$ cat config.mk
export PLATFORM = sky130hd
export DESIGN_NAME = axi4l_slave_wr_channel
export DESIGN_NICKNAME = d
export VERILOG_FILES = /design/src/rtl/axi4l_pkg.sv /design/src/rtl/axi4l_hold_reg.sv /design/src/rtl/axi4l_slave_wr_channel.sv
export SDC_FILE = /design/constraint.sdc
export NUM_CORES = 1
export LEC_CHECK = 0
export BUFFER_PORTS_ARGS = -buffer_cell sky130_fd_sc_hd__buf_4
export CAP_MARGIN = 20
export CORE_AREA = 5 5 120 122
export DETAILED_ROUTE_END_ITERATION = 10
export DIE_AREA = 0 0 125 127
export SLEW_MARGIN = 10
export SYNTH_ARGS = -nofsm -noshare
export SYNTH_HDL_FRONTEND = slang
export SYNTH_SLANG_ARGS = --single-unit
$ cat constraint.sdc
create_clock -name i_axi_clock -period 5.2 [get_ports i_axi_clock]
set_input_delay 0.52 -clock i_axi_clock [delete_from_list [all_inputs] [get_ports i_axi_clock]]
set_output_delay 0.52 -clock i_axi_clock [all_outputs]
set_load 0.02 [all_outputs]
$ cat src/rtl/axi4l_pkg.sv
// Shared AXI4-Lite definitions: response codes and default bus widths.
package axi4l_pkg;

    localparam logic [1:0] RESP_OKAY   = 2'b00;
    localparam logic [1:0] RESP_EXOKAY = 2'b01;
    localparam logic [1:0] RESP_SLVERR = 2'b10;
    localparam logic [1:0] RESP_DECERR = 2'b11;

    localparam int unsigned DEF_ADDR_WIDTH = 32;
    localparam int unsigned DEF_DATA_WIDTH = 32;

endpackage

$ cat src/rtl/axi4l_hold_reg.sv
// Single-entry valid/ready holding register: accepts one beat, holds it until cleared.
module axi4l_hold_reg #(
    parameter int unsigned WIDTH = 32
) (
    input  logic             clk,
    input  logic             rst,
    input  logic [WIDTH-1:0] in_data,
    input  logic             in_valid,
    output logic             in_ready,
    input  logic             clear,
    output logic             full,
    output logic [WIDTH-1:0] data
);

    logic             full_q;
    logic [WIDTH-1:0] data_q;

    // clear only ever arrives while full, so it never collides with a capture
    always_ff @(posedge clk or posedge rst) begin
        if (rst) begin
            full_q <= 1'b0;
            data_q <= '0;
        end else if (clear) begin
            full_q <= 1'b0;
        end else if (in_valid && !full_q) begin
            full_q <= 1'b1;
            data_q <= in_data;
        end
    end

    assign in_ready = !full_q;
    assign full     = full_q;
    assign data     = data_q;

endmodule

$ cat src/rtl/axi4l_slave_wr_channel.sv
// AXI4-Lite slave write path: independent AW/W holding buffers, commit to the register
// file with a one-cycle strobe, and B response generation.
module axi4l_slave_wr_channel
    import axi4l_pkg::*;
#(
    parameter int unsigned ADDR_WIDTH = DEF_ADDR_WIDTH,
    parameter int unsigned DATA_WIDTH = DEF_DATA_WIDTH
) (
    input  logic                    i_axi_clock,
    input  logic                    i_axi_areset,
    input  logic [ADDR_WIDTH-1:0]   i_axi_awaddr,
    input  logic [2:0]              i_axi_awprot,
    input  logic                    i_axi_awaddr_valid,
    output logic                    o_axi_awaddr_ready,
    input  logic [DATA_WIDTH-1:0]   i_axi_wdata,
    input  logic [DATA_WIDTH/8-1:0] i_axi_wstrb,
    input  logic                    i_axi_wdata_valid,
    output logic                    o_axi_wdata_ready,
    output logic [1:0]              o_axi_bresp,
    output logic                    o_axi_bvalid,
    input  logic                    i_axi_bready,
    output logic [ADDR_WIDTH-1:0]   o_waddr,
    output logic [DATA_WIDTH-1:0]   o_wdata,
    output logic                    o_wvalid
);

    localparam int unsigned STRB_WIDTH = DATA_WIDTH / 8;
    localparam int unsigned W_WIDTH    = DATA_WIDTH + STRB_WIDTH;

    logic                  aw_full;
    logic                  w_full;
    logic [ADDR_WIDTH-1:0] aw_addr;
    logic [W_WIDTH-1:0]    w_beat;
    logic [DATA_WIDTH-1:0] w_data;
    logic [STRB_WIDTH-1:0] w_strb;
    logic                  commit;
    logic                  full_strb;

    logic                  bvalid_q;
    logic [1:0]            bresp_q;
    logic                  wvalid_q;
    logic [ADDR_WIDTH-1:0] waddr_q;
    logic [DATA_WIDTH-1:0] wdata_q;

    // protection bits carry no meaning for this register file
    logic unused_awprot;
    assign unused_awprot = ^i_axi_awprot;

    axi4l_hold_reg #(
        .WIDTH (ADDR_WIDTH)
    ) u_aw_hold (
        .clk      (i_axi_clock),
        .rst      (i_axi_areset),
        .in_data  (i_axi_awaddr),
        .in_valid (i_axi_awaddr_valid),
        .in_ready (o_axi_awaddr_ready),
        .clear    (commit),
        .full     (aw_full),
        .data     (aw_addr)
    );

    axi4l_hold_reg #(
        .WIDTH (W_WIDTH)
    ) u_w_hold (
        .clk      (i_axi_clock),
        .rst      (i_axi_areset),
        .in_data  ({i_axi_wdata, i_axi_wstrb}),
        .in_valid (i_axi_wdata_valid),
        .in_ready (o_axi_wdata_ready),
        .clear    (commit),
        .full     (w_full),
        .data     (w_beat)
    );

    assign w_data    = w_beat[W_WIDTH-1:STRB_WIDTH];
    assign w_strb    = w_beat[STRB_WIDTH-1:0];
    assign full_strb = &w_strb;
    assign commit    = aw_full && w_full && (!bvalid_q || i_axi_bready);

    // partial-strobe writes are refused outright rather than merged
    always_ff @(posedge i_axi_clock or posedge i_axi_areset) begin
        if (i_axi_areset) begin
            bvalid_q <= 1'b0;
            bresp_q  <= RESP_OKAY;
            wvalid_q <= 1'b0;
            waddr_q  <= '0;
            wdata_q  <= '0;
        end else begin
            wvalid_q <= 1'b0;
            if (commit) begin
                bvalid_q <= 1'b1;
                if (full_strb) begin
                    wvalid_q <= 1'b1;
                    waddr_q  <= aw_addr;
                    wdata_q  <= w_data;
                    bresp_q  <= RESP_OKAY;
                end else begin
                    bresp_q  <= RESP_SLVERR;
                end
            end else if (bvalid_q && i_axi_bready) begin
                bvalid_q <= 1'b0;
            end
        end
    end

    assign o_axi_bvalid = bvalid_q;
    assign o_axi_bresp  = bresp_q;
    assign o_wvalid     = wvalid_q;
    assign o_waddr      = waddr_q;
    assign o_wdata      = wdata_q;

endmodule

==> flow_summary.toml <==
[run_status]
status = "complete, no violations"

[timing]
rsz0062_at_grt = "no"
tightest_slew_ns = 0.7628
period_share = 0.3316
final-hold-violation-count = 0
finalSetupViolCount = 0
skew_ns = 0.009809
fmax_mhz = 579.9
finalSetupTns_ns = 0
slew_headroom = 0.4915
min_period_ns = 1.724
finalMaxSlewViolations = 0

[critical_path]
reg2reg_depth = 3
critPathLaunchType = "register"
path_delay_family = "simple AND/OR/NAND/NOR gates"
worst-setup-path-type = "register to register"
cp-end-kind = "register"
path_depth = 3
worstReg2RegStart = "u_w_hold.full"
max_stage_delay_ns = 0.59
worstPathMaxFanout = 21
slowest_stage = "nor2b_4"
cp-startpoint = "u_w_hold.full"
path_buf_inv = 1
worst_ep_arrival_time_ns = 2.02
path_cells = "nor2b_4, buf_16, mux2_2"
crit_required_ns = 5.50

[clock_network]
post_cts_buffers = 0
clk_pin_slew_ns = 0.05
cts.hold.buffers_added = 0
cts.sinks = 137
cts_tree = "done"
cts_buffers = 17
cts_max_level = 4
cts-root-buf = "clkbuf_16"
ctsResizeCount = 0
cts_buffer_depth = 2
clk_latency_ns = 0.41

[global_routing]
grt_pass1_wl_um = 16660
met2_usage = 0.2025
met1_usage = 0.1593
top_usage_layer = "met2"
track_usage = 0.1347
grt-ovfl-total = 0
grt_antenna_before_repair = 0
grt_pass1_vias = 3275
grt_start_max_net_pins = 87
gr-usage-met3 = 0.08890

[yosys]
syn-cell-area_um2 = 5162
synth.avg_cell_area_um2 = 17.09
syn-instance-count = 302
synth-seq-cells = 137
yosys.area.top_type = "dfrtp_1"
yosys_warnings = 0
yosysUniqueCellTypes = 19
seq_area_frac_synth = 0.6641
syn-num-nets = 378
synth_top_area_share = 0.6641
synth_area_leaders = "dfrtp_1 66%, mux2_2 20%, mux2_1 8.7%"

[placed_design]
place_congestion = 0.6641
io_buffers = 141
dp_hpwl_um = 6832

[detailed_routing]
routedWlPerCell_um = 15.99
wl_um = 10230
vias_per_cell = 4.663
ant_nets = 0
drcViolationCount = 0
firstDrtPassIters = 4
vias = 2984
drt-initial-drc-count = 123

[finish]
fin_util = 0.5371
diodes = 0
multi_input_area_um2 = 1585
syn_to_final_growth_pct = 36.14
fin_nets = 527
regArea_um2 = 3428
drive_gt1_frac = 0.5970
fillers = 1111

[floorplan]
die_h_um = 127
io_pins = 146
rows = 42
die_x_um = 125
core_area_um2 = 13090
initial_utilization = 0.3945
dieArea_um2 = 15880

[power]
p_leak_uw = 0.003372
vdd_drop_max_uv = 492.5
powerDensity_nw_per_um2 = 669.2

[run]
drv_cap = 0

[worst_hold_path]
hp-class = "input pin to asynchronous set/reset pin"
## cells in the mapped netlist (all sizes together)
master  count
inv         3
dfrtp     137
o21ba       1
nand4       1
nor2        5
nor2b       3
conb        1
clkbuf      1
nand2       1
buf        15
nand2b      1
mux2      132
nor3        1
## registers in the layout, indices dropped and copies added (netlist names)
| signal | count |
|---|---|
| u_w_hold.data | 36 |
| u_aw_hold.full | 1 |
| u_aw_hold.data | 32 |
| o_waddr | 32 |
| o_wdata | 32 |
| u_w_hold.full | 1 |
| o_axi_bresp | 1 |
| o_wvalid | 1 |
| o_axi_bvalid | 1 |
## per-stage QoR
stage          instances  worst slack (ns)  total power (uW)  hold slack, ns  instance area (um^2)
5_1_grt              640             3.379              4983          0.3088                  7028
3_5_place_dp         607             3.118              3428          0.4730                  6339
6_report             640             3.476              4703          0.2355                  7028
2_1_floorplan        302             1.012              2783          0.4522                  5162
4_1_cts              639             3.287              4770          0.2748                  7000
3_3_place_gp         607             3.132              3365          0.4640                  6339
## kinds of logic after synthesis
logic type | share of synthesized area
muxes | 0.2879
AOI/OAI and AO/OA | 0.001939
and+or+nand+nor | 0.01455
other | 0.0007264
buffers and inverters | 0.03078
DFF | 0.6641
## worst paths after layout
path / to / slack, ns
setup / recovery: u_w_hold.data[0] / 3.48
hold / removal: o_wdata[17] / 0.24
setup reg to reg: u_w_hold.data[0] / 3.48
hold reg to reg: u_aw_hold.data[23] / 0.48
max in group asynchronous: u_w_hold.data[26] / 3.80
min in group i_axi_clock: u_aw_hold.data[23] / 0.33
## cells in the final DEF, fill, tap and decap left out
cell,instances
clkinv_2,4
conb_1,1
clkbuf_16,17
inv_6,1
o21ba_2,1
nand4_1,1
dfrtp_1,137
nor2b_2,2
buf_4,145
nor2_1,5
nor2b_4,1
clkinvlp_4,1
clkbuf_8,3
bufinv_16,5
clkinv_4,2
buf_16,1
mux2_1,40
nand2b_1,1
nand2_2,1
nor3_4,1
mux2_2,92
inv_1,2
## routing by layer
metal / wire length [um] / part of all wire
met5: 0 / 0
met4: 89 / 0.0087
met3: 1113 / 0.11
met2: 4723 / 0.46
met1: 4306 / 0.42
## where the power goes
part	switching, uW	internal, uW
clock network	428	886
registers	263	1600
logic	716	805
## area by class of cell
cell class,instances,area share
flip-flops and latches,137,0.4878
multi-input cells,146,0.2256
repair buffers,146,0.1588
clock buffers,20,0.06641
well taps,176,0.03133
clock inverters,12,0.02777
inverters,3,0.002314
(Power assumes the default switching activity.)
